$ cat src/rtl/mem_req_arbiter.sv
// mem_req_arbiter: single-outstanding arbiter between instruction fetch and
// the load/store buffer, feeding a byte-serial memory controller. LS wins by
// default, fetch is aged against starvation, fetch is cancelled on a jump,
// and stores to the UART IO region are paced against io_buffer_full.
module mem_req_arbiter #(
  parameter int STARVE_LIMIT = 4,
  parameter int IO_GAP       = 2
) (
  input  logic        clk,
  input  logic        rst,
  input  logic        rdy,
  input  logic        if_valid,
  input  logic [31:0] if_addr,
  output logic        if_done,
  output logic [31:0] if_inst,
  input  logic        ls_valid,
  input  logic        ls_wr,
  input  logic [31:0] ls_addr,
  input  logic [2:0]  ls_size,
  input  logic [31:0] ls_wdata,
  output logic        ls_done,
  output logic [31:0] ls_rdata,
  input  logic        jump_flag,
  input  logic        io_buffer_full,
  output logic        mc_valid,
  output logic [31:0] mc_addr,
  output logic        mc_wr,
  output logic [2:0]  mc_size,
  output logic [31:0] mc_wdata,
  input  logic        mc_done,
  input  logic [31:0] mc_rdata
);

  localparam int SW = (STARVE_LIMIT < 1) ? 1 : $clog2(STARVE_LIMIT + 1);
  localparam int GW = (IO_GAP < 1) ? 1 : $clog2(IO_GAP + 1);
  localparam logic [SW-1:0] STARVE_MAX = SW'(STARVE_LIMIT);
  localparam logic [GW-1:0] GAP_LOAD   = GW'(IO_GAP);

  typedef enum logic [1:0] {IDLE, BUSY_IF, BUSY_LS, DRAIN} state_t;

  state_t        state_q, state_d;
  logic          mc_valid_q, mc_valid_d;
  logic [31:0]   mc_addr_q, mc_addr_d;
  logic          mc_wr_q, mc_wr_d;
  logic [2:0]    mc_size_q, mc_size_d;
  logic [31:0]   mc_wdata_q, mc_wdata_d;
  logic          if_done_q, if_done_d;
  logic [31:0]   if_inst_q, if_inst_d;
  logic          ls_done_q, ls_done_d;
  logic [31:0]   ls_rdata_q, ls_rdata_d;
  logic [SW-1:0] starve_q, starve_d;
  logic [GW-1:0] gap_q, gap_d;
  logic          cur_io_q, cur_io_d;

  logic io_addr;
  logic io_blocked;
  logic ls_elig;
  logic if_elig;
  logic arb_en;
  logic grant_if;
  logic grant_ls;
  logic if_flush;

  // Arbitration is skipped in the cycle a done pulse is visible, so the
  // requester that just completed has a cycle to retire its level-held valid.
  assign io_addr    = (ls_addr[17:16] == 2'b11);
  assign io_blocked = ls_valid & ls_wr & io_addr & (io_buffer_full | (gap_q != '0));
  assign ls_elig    = ls_valid & ~io_blocked;
  assign if_elig    = if_valid & ~jump_flag;
  assign arb_en     = (state_q == IDLE) & ~if_done_q & ~ls_done_q;
  assign grant_if   = arb_en & if_elig & ((starve_q == STARVE_MAX) | ~ls_elig);
  assign grant_ls   = arb_en & ls_elig & ~grant_if;
  assign if_flush   = jump_flag | ~if_valid;

  // Next-state, next-output and counter computation for the arbiter FSM.
  always_comb begin
    state_d    = state_q;
    mc_valid_d = mc_valid_q;
    mc_addr_d  = mc_addr_q;
    mc_wr_d    = mc_wr_q;
    mc_size_d  = mc_size_q;
    mc_wdata_d = mc_wdata_q;
    if_done_d  = 1'b0;
    if_inst_d  = if_inst_q;
    ls_done_d  = 1'b0;
    ls_rdata_d = ls_rdata_q;
    starve_d   = starve_q;
    cur_io_d   = cur_io_q;
    gap_d      = (gap_q != '0) ? gap_q - 1'b1 : gap_q;

    unique case (state_q)
      IDLE: begin
        if (grant_if) begin
          state_d    = BUSY_IF;
          mc_valid_d = 1'b1;
          mc_addr_d  = if_addr;
          mc_wr_d    = 1'b0;
          mc_size_d  = 3'd4;
          mc_wdata_d = 32'h0;
          starve_d   = '0;
        end else if (grant_ls) begin
          state_d    = BUSY_LS;
          mc_valid_d = 1'b1;
          mc_addr_d  = ls_addr;
          mc_wr_d    = ls_wr;
          mc_size_d  = ls_size;
          mc_wdata_d = ls_wdata;
          cur_io_d   = ls_wr & io_addr;
          if (if_valid) begin
            starve_d = (starve_q == STARVE_MAX) ? starve_q : starve_q + 1'b1;
          end else begin
            starve_d = '0;
          end
        end else if (!if_valid) begin
          starve_d = '0;
        end
      end
      BUSY_LS: begin
        if (mc_done) begin
          state_d    = IDLE;
          mc_valid_d = 1'b0;
          ls_done_d  = 1'b1;
          ls_rdata_d = mc_wr_q ? 32'h0 : mc_rdata;
          if (cur_io_q) begin
            gap_d = GAP_LOAD;
          end
        end
      end
      BUSY_IF: begin
        if (mc_done) begin
          state_d    = IDLE;
          mc_valid_d = 1'b0;
          if (!if_flush) begin
            if_done_d = 1'b1;
            if_inst_d = mc_rdata;
          end
        end else if (if_flush) begin
          state_d = DRAIN;
        end
      end
      DRAIN: begin
        if (mc_done) begin
          state_d    = IDLE;
          mc_valid_d = 1'b0;
        end
      end
    endcase
  end

  // State register: synchronous reset, everything frozen while rdy is low.
  always_ff @(posedge clk) begin
    if (rst) begin
      state_q    <= IDLE;
      mc_valid_q <= 1'b0;
      mc_addr_q  <= 32'h0;
      mc_wr_q    <= 1'b0;
      mc_size_q  <= 3'd0;
      mc_wdata_q <= 32'h0;
      if_done_q  <= 1'b0;
      if_inst_q  <= 32'h0;
      ls_done_q  <= 1'b0;
      ls_rdata_q <= 32'h0;
      starve_q   <= '0;
      gap_q      <= '0;
      cur_io_q   <= 1'b0;
    end else if (rdy) begin
      state_q    <= state_d;
      mc_valid_q <= mc_valid_d;
      mc_addr_q  <= mc_addr_d;
      mc_wr_q    <= mc_wr_d;
      mc_size_q  <= mc_size_d;
      mc_wdata_q <= mc_wdata_d;
      if_done_q  <= if_done_d;
      if_inst_q  <= if_inst_d;
      ls_done_q  <= ls_done_d;
      ls_rdata_q <= ls_rdata_d;
      starve_q   <= starve_d;
      gap_q      <= gap_d;
      cur_io_q   <= cur_io_d;
    end
  end

  assign mc_valid = mc_valid_q;
  assign mc_addr  = mc_addr_q;
  assign mc_wr    = mc_wr_q;
  assign mc_size  = mc_size_q;
  assign mc_wdata = mc_wdata_q;
  assign if_done  = if_done_q;
  assign if_inst  = if_inst_q;
  assign ls_done  = ls_done_q;
  assign ls_rdata = ls_rdata_q;

endmodule

$ cat config.mk
export PLATFORM = sky130hd
export DESIGN_NAME = mem_req_arbiter
export DESIGN_NICKNAME = d
export VERILOG_FILES = /design/src/rtl/mem_req_arbiter.sv
export SDC_FILE = /design/constraint.sdc
export NUM_CORES = 1
export LEC_CHECK = 0
export CORE_MARGIN = 8
export CORE_UTILIZATION = 31
export DETAILED_ROUTE_END_ITERATION = 8
export GPL_TIMING_DRIVEN = 0
export PLACE_DENSITY = 0.6
export SKIP_CTS_REPAIR_TIMING = 1
export SLEW_MARGIN = 20
export SYNTH_ARGS = -nofsm -noshare
export SYNTH_HDL_FRONTEND = slang
export SYNTH_SLANG_ARGS = --single-unit
$ cat constraint.sdc
create_clock -name clk -period 2.37 [get_ports clk]
set_clock_uncertainty 0.1 [all_clocks]
set_input_delay 0.5925 -clock clk [delete_from_list [all_inputs] [get_ports clk]]
set_output_delay 0.5925 -clock clk [all_outputs]
set_load 0.05 [all_outputs]
==> results.txt <==
Primary FF master, synth: dfxtp_1
Final Wtd Congestion: 0.7872
Mapped Avg Cell Area: 8.616 sq um
CTS Buf Count: 17
CP Capture Type: output pin
DRT antenna net count: 0
VDD IR max: 0.4627 mV
worst hold-check path type: flip-flop to flip-flop
cell area power density: 745.1 nW/um^2
Crit Path Class: flip-flop to output pin
CP bufs+invs: 1
final WL: 23,910 microns
flops & latches, synth: 143
Die Ht: 157.4 microns
number of global-route vias before repair: 6,383
Placed Area: 9269 sq um
Syn. warnings: 0
Die Wd: 157.4 microns
Nets: 1,154
Sinks on Clock Net: 143
FMAX: 433.1 MHz
largest fanout on the critical path: 2
Max-slew headroom: 53.35%
gr busiest metal: met2
worst skew pair latency: 410 ps
Worst setup SP type: flip-flop
min Tclk post-route: 2309 ps
post-synth net total: 861
Final Core Density: 50.94%
Overflow after GRT: 0
final hold vios: 0
max_cap viols: 0
register area share after synthesis: 46.21%
Distinct cells, synth: 47
CTS root buf: clkbuf_16
most frequent cells in the layout: clkdlybuf4s50_1, dfxtp_1, nand2_1, a21oi_1, inv_1
Gate Count Post-Synth: 719
first-pass GRT wire length: 36,230 microns
via density per instance: 4.912
Worst Tran Pin Value: 699.7 ps
WL/cell: 18.54 microns
filler cell count: 1,935
GR Layer Usage met2: 30.70%
Worst-path clk slew: 60 ps
Top delay family on crit path: buffers and inverters
row count: 51
status: finished clean
area of the core: 19,530 sq um
share of cells above drive strength 1: 10.55%
WP data required: 1680 ps
Leakage: 3.568 nW
CP peak stage delay: 850 ps
dominant cell type by area after synthesis: dfxtp_1
Total Routing Usage GR: 18.74%
met3 Usage GRT: 8.253%
Area contributors post-synth: dfxtp_1, nand2_1, a21oi_1
DRC Markers: 0
initial antenna violation count: 3
io pins: 275
Final Slew Violations: 0
DPL Wire Length: 18,190 microns
Bufs on Longest Clock Path: 2
number of synthesized flops with an enable pin: 0
fin crit share: 97.43%
Slowest cell on crit path: clkdlybuf4s50_1
Detailed Routing Iterations Pass 1: 5
Initial DRC Count: 371
Data arrival, critical path: 1620 ps
most common cell after layout, fill and taps aside: clkdlybuf4s50_1
met1 Resource Use GR: 21.96%
unrepaired setup endpoints after global routing: no
area growth from synthesis to layout: 60.55%
Starting Density: 31.72%
CTS tree: built
final setup fails: 0
Final Instance Area: 9946 sq um
TNS Setup: 0 ps
Vias: 6,336
largest net degree at the start of global routing: 17
PortBufs: 274
H-Tree Depth: 4
DIE AREA: 24,760 sq um
top cell type's share of synthesized area: 46.21%
Post-synth ARST share: 0%
CP Cell Sequence: clkdlybuf4s50_1
mapped cell area: 6195 sq um
==> layout make-up <==
type	instances	area (sq um)	share of cell area (%)
flip-flops and latches	143	2863	28.78
multi-input cells	466	2836	28.52
repair buffers	274	2765	27.80
clock buffers	17	425.4	4.277
plain buffers	70	380.4	3.824
well taps	265	331.6	3.334
clock inverters	14	191.4	1.925
inverters	40	150.1	1.510
diodes	1	2.502	0.02516
==> power by group <==
part / internal, W / total, W / switching, W
sequential: 0.00257 / 0.00266 / 0.0000951
combinational: 0.000752 / 0.00191 / 0.00116
clock: 0.00176 / 0.00284 / 0.00108
==> routing by layer <==
| layer | wire length, microns | up-vias |
|---|---|---|
| li1 | - | 3128 |
| met3 | 2464 | 17 |
| met2 | 11200 | 232 |
| met4 | 214 | 4 |
| met5 | 23 | - |
| met1 | 10010 | 2955 |
==> state kept, by name (all words and copies together) (netlist names) <==
| name | count |
|---|---|
| cur_io_q | 1 |
| gap_q | 2 |
| if_done | 1 |
| if_inst | 32 |
| ls_done | 1 |
| ls_rdata | 32 |
| mc_addr | 32 |
| mc_size | 3 |
| mc_valid | 1 |
| mc_wdata | 32 |
| mc_wr | 1 |
| starve_q | 3 |
| state_q | 2 |
==> final timing paths <==
check,start,endpoint,slack [ps],cells after the start
worst max-delay path,ls_rdata[0],ls_rdata[0],60,1
worst min-delay path,ls_rdata[14],ls_rdata[14],350,2
worst max register to register,ls_done,cur_io_q,290,5
worst min register to register,ls_rdata[14],ls_rdata[14],350,2
==> cell families after synthesis <==
| kind of cell | count (synthesis) | synth area share (%) |
|---|---|---|
| simple gates | 242 | 18.97 |
| compound gates | 218 | 25.47 |
| fa+ha+maj | 2 | 0.4039 |
| flops | 143 | 46.21 |
| mux | 3 | 0.5049 |
| buf+inv | 110 | 8.301 |
| xor+xnor | 1 | 0.1414 |
==> stage by stage <==
step                      setup WS [ps]  std cells  hold slack, ps  power [W]
after global routing              1.920       1290           363.8   0.007723
after global placement           -625.3       1258           338.1   0.004629
final                             60.95       1290           347.9   0.007410
after floorplan                   355.1        719           351.5   0.003858
after detailed placement         -640.6       1258           342.9   0.004630
after CTS                        -199.0       1289           351.1   0.007487
==> Yosys cell counts, drive strengths merged, types with 3 or more instances <==
cell type,instances
and2,3
nor3,3
inv,39
a311oi,32
nand2b,7
o32ai,35
nor2,6
nor2b,6
o21ai,37
buf,30
nand4,3
nand3,36
nand3b,33
nand2,138
a21oi,101
clkbuf,40
dfxtp,143
==> tightest hold or removal path, cell delays in order, from the launching register on <==
cell and delay [ps]:
dfxtp_1 300, nand2_1 50, a21oi_1 50
Power figures use the tool's default switching activity.
==> edit (config.mk and constraints unchanged) <==
`STARVE_LIMIT`: 4 -> 2.
--- a/src/rtl/mem_req_arbiter.sv
+++ b/src/rtl/mem_req_arbiter.sv
@@ -4,5 +4,5 @@
 // and stores to the UART IO region are paced against io_buffer_full.
 module mem_req_arbiter #(
-  parameter int STARVE_LIMIT = 4,
+  parameter int STARVE_LIMIT = 2,
   parameter int IO_GAP       = 2
 ) (
Formal check against the unedited RTL: same outputs for any inputs over 4 cycles, from zero or initial values and one cycle with rst high; that may be too few to reach the edited logic, so the function may still have changed.
==> edit against the unedited design <==
Sequential share of layout area is 0.14 points lower; hold slack better by 1.5 ps; synthesized area is 0.22% higher; total power is 2.2% lower; sequential cell count is 1 lower; routed wire length is 1.6% lower; worst setup slack better by 9.1 ps; utilization is 0.28 points lower; design area is 0.23% lower; die area is 0.20% higher; critical path type unchanged; critical endpoint is now mc_valid; largest power group unchanged; highest routed layer is now met4.
==> edit: results (changes against the unedited design) <==
[final_layout]
n_fill_cell = 1903  ; -1.7%
num-nets-final = 1139  ; -1.3%
final_cell_count_no_fill = 1277  ; -1.0%

[worst_hold_path]
hold_class = reg -> reg
whs_endpoint = ls_rdata[24]
holdPathStages = 2  ; unchanged
hp-start = ls_rdata[24]

[critical_path]
rr_endpoint = mc_addr[8]
r2r_slack_ps = 330  ; +40 ps
reg2reg_from = starve_q[0]

[synth]
synth_fa_ha_area_share_pct = 0.202  ; -0.20 points
synth_commonest_cells = dfxtp_1 (142), nand2_1 (135), a21oi_1 (101)
synth_xor_area_share_pct = 0  ; -0.14 points
synthMuxAreaShare_pct = 0.504  ; -0.0011 points
synth_fp_nets = 846  ; -1.7%
netlist_instances = 705  ; -1.9%
synth-compound-area-share_pct = 26.8  ; +1.4 points
synthTopCellsByArea = dfxtp_1 (46%), nand2_1 (8.2%), a21oi_1 (8.1%)
yosysSeqAreaShare_pct = 45.8  ; -0.42 points

[timing]
timing.hold.ws_ps = 349  ; +1.50 ps
tightest_slew_ps = 777  ; +76.8 ps
finalCritPeriodShare_pct = 97.0  ; -0.38 points

[placement]
place_ws_ps = -762  ; -121 ps
io_buffer_count = 273  ; -0.36%
dp.cells = 1243  ; -1.2%
placed_cell_area_mm2 = 0.00927  ; about the same
dpl.hpwl_um = 17500  ; -3.9%
place_congestion = 0.774  ; -1.7%

[route]
drt_iter0_markers = 305  ; -18%
wl_per_cell_um = 18.4  ; -0.57%
viasPerCell = 4.87  ; -0.83%

[global_routing]
grt_pass1_wl_um = 36300  ; +0.27%
antenna_found_initial = 1  ; -2
grtUsageTotal_pct = 18.9  ; +0.14 points
first_global_vias = 6454  ; +1.1%

[pwr]
max-vdd-ir-drop_uv = 448  ; -3.1%
cellLeakagePower_nw = 3.46  ; -2.9%

[run_status]
outcome = complete, no violations

[edit: changes by cell type in the layout (fill, tap and decap cells not counted), moves of 5 or more]
cell	before	now
a311oi_1	28	0
a311oi_2	4	32
o32ai_1	15	25
o32ai_2	20	10
dlymetal6s2s_1	9	4
[edit: worst max path at each step]
| stage | startpoint | endpoint | depth (start not counted) |
|---|---|---|---|
| finish | mc_valid | mc_valid | 1 |
| global route | mc_valid | mc_valid | 1 |
| CTS | rst | if_inst[23] | 5 |
| detailed placement | rst | if_inst[23] | 5 |
| global placement | rst | if_inst[24] | 5 |
| floorplan | ls_done | mc_size[2] | 7 |
[edit: cell type report]
class | instances | area [um^2] | share of cell area, %
flip-flops and latches | 142 | 2840 | 28.6
clock buffers | 20 | 447 | 4.50
well taps | 265 | 332 | 3.34
clock inverters | 12 | 135 | 1.36
plain buffers | 69 | 369 | 3.72
multi-input cells | 455 | 2890 | 29.1
diodes | 1 | 2.50 | 0.0252
repair buffers | 274 | 2760 | 27.8
inverters | 39 | 146 | 1.48
[edit: cell families after synthesis]
kind of cell	count (synthesis)
AO/OA/AOI/OAI	216
flip-flops	142
multiplexers	3
adder cells (fa/ha/maj)	1
buffers and inverters	108
AND/OR/NAND/NOR	235
[edit: metal layers]
metal / track usage [%] / vias to the layer above / wire, um
met5: 0 / - / 0
li1: - / 3081 / -
met1: 23.0 / 2931 / 10100
met3: 5.76 / 29 / 1570
met4: 7.34 / 0 / 508
met2: 30.6 / 179 / 11400
[edit: power breakdown]
group          leakage [nW]  switching [mW]  internal [mW]
clock network         0.285            1.09           1.58
logic                  2.02            1.16          0.770
registers              1.16          0.0912           2.55
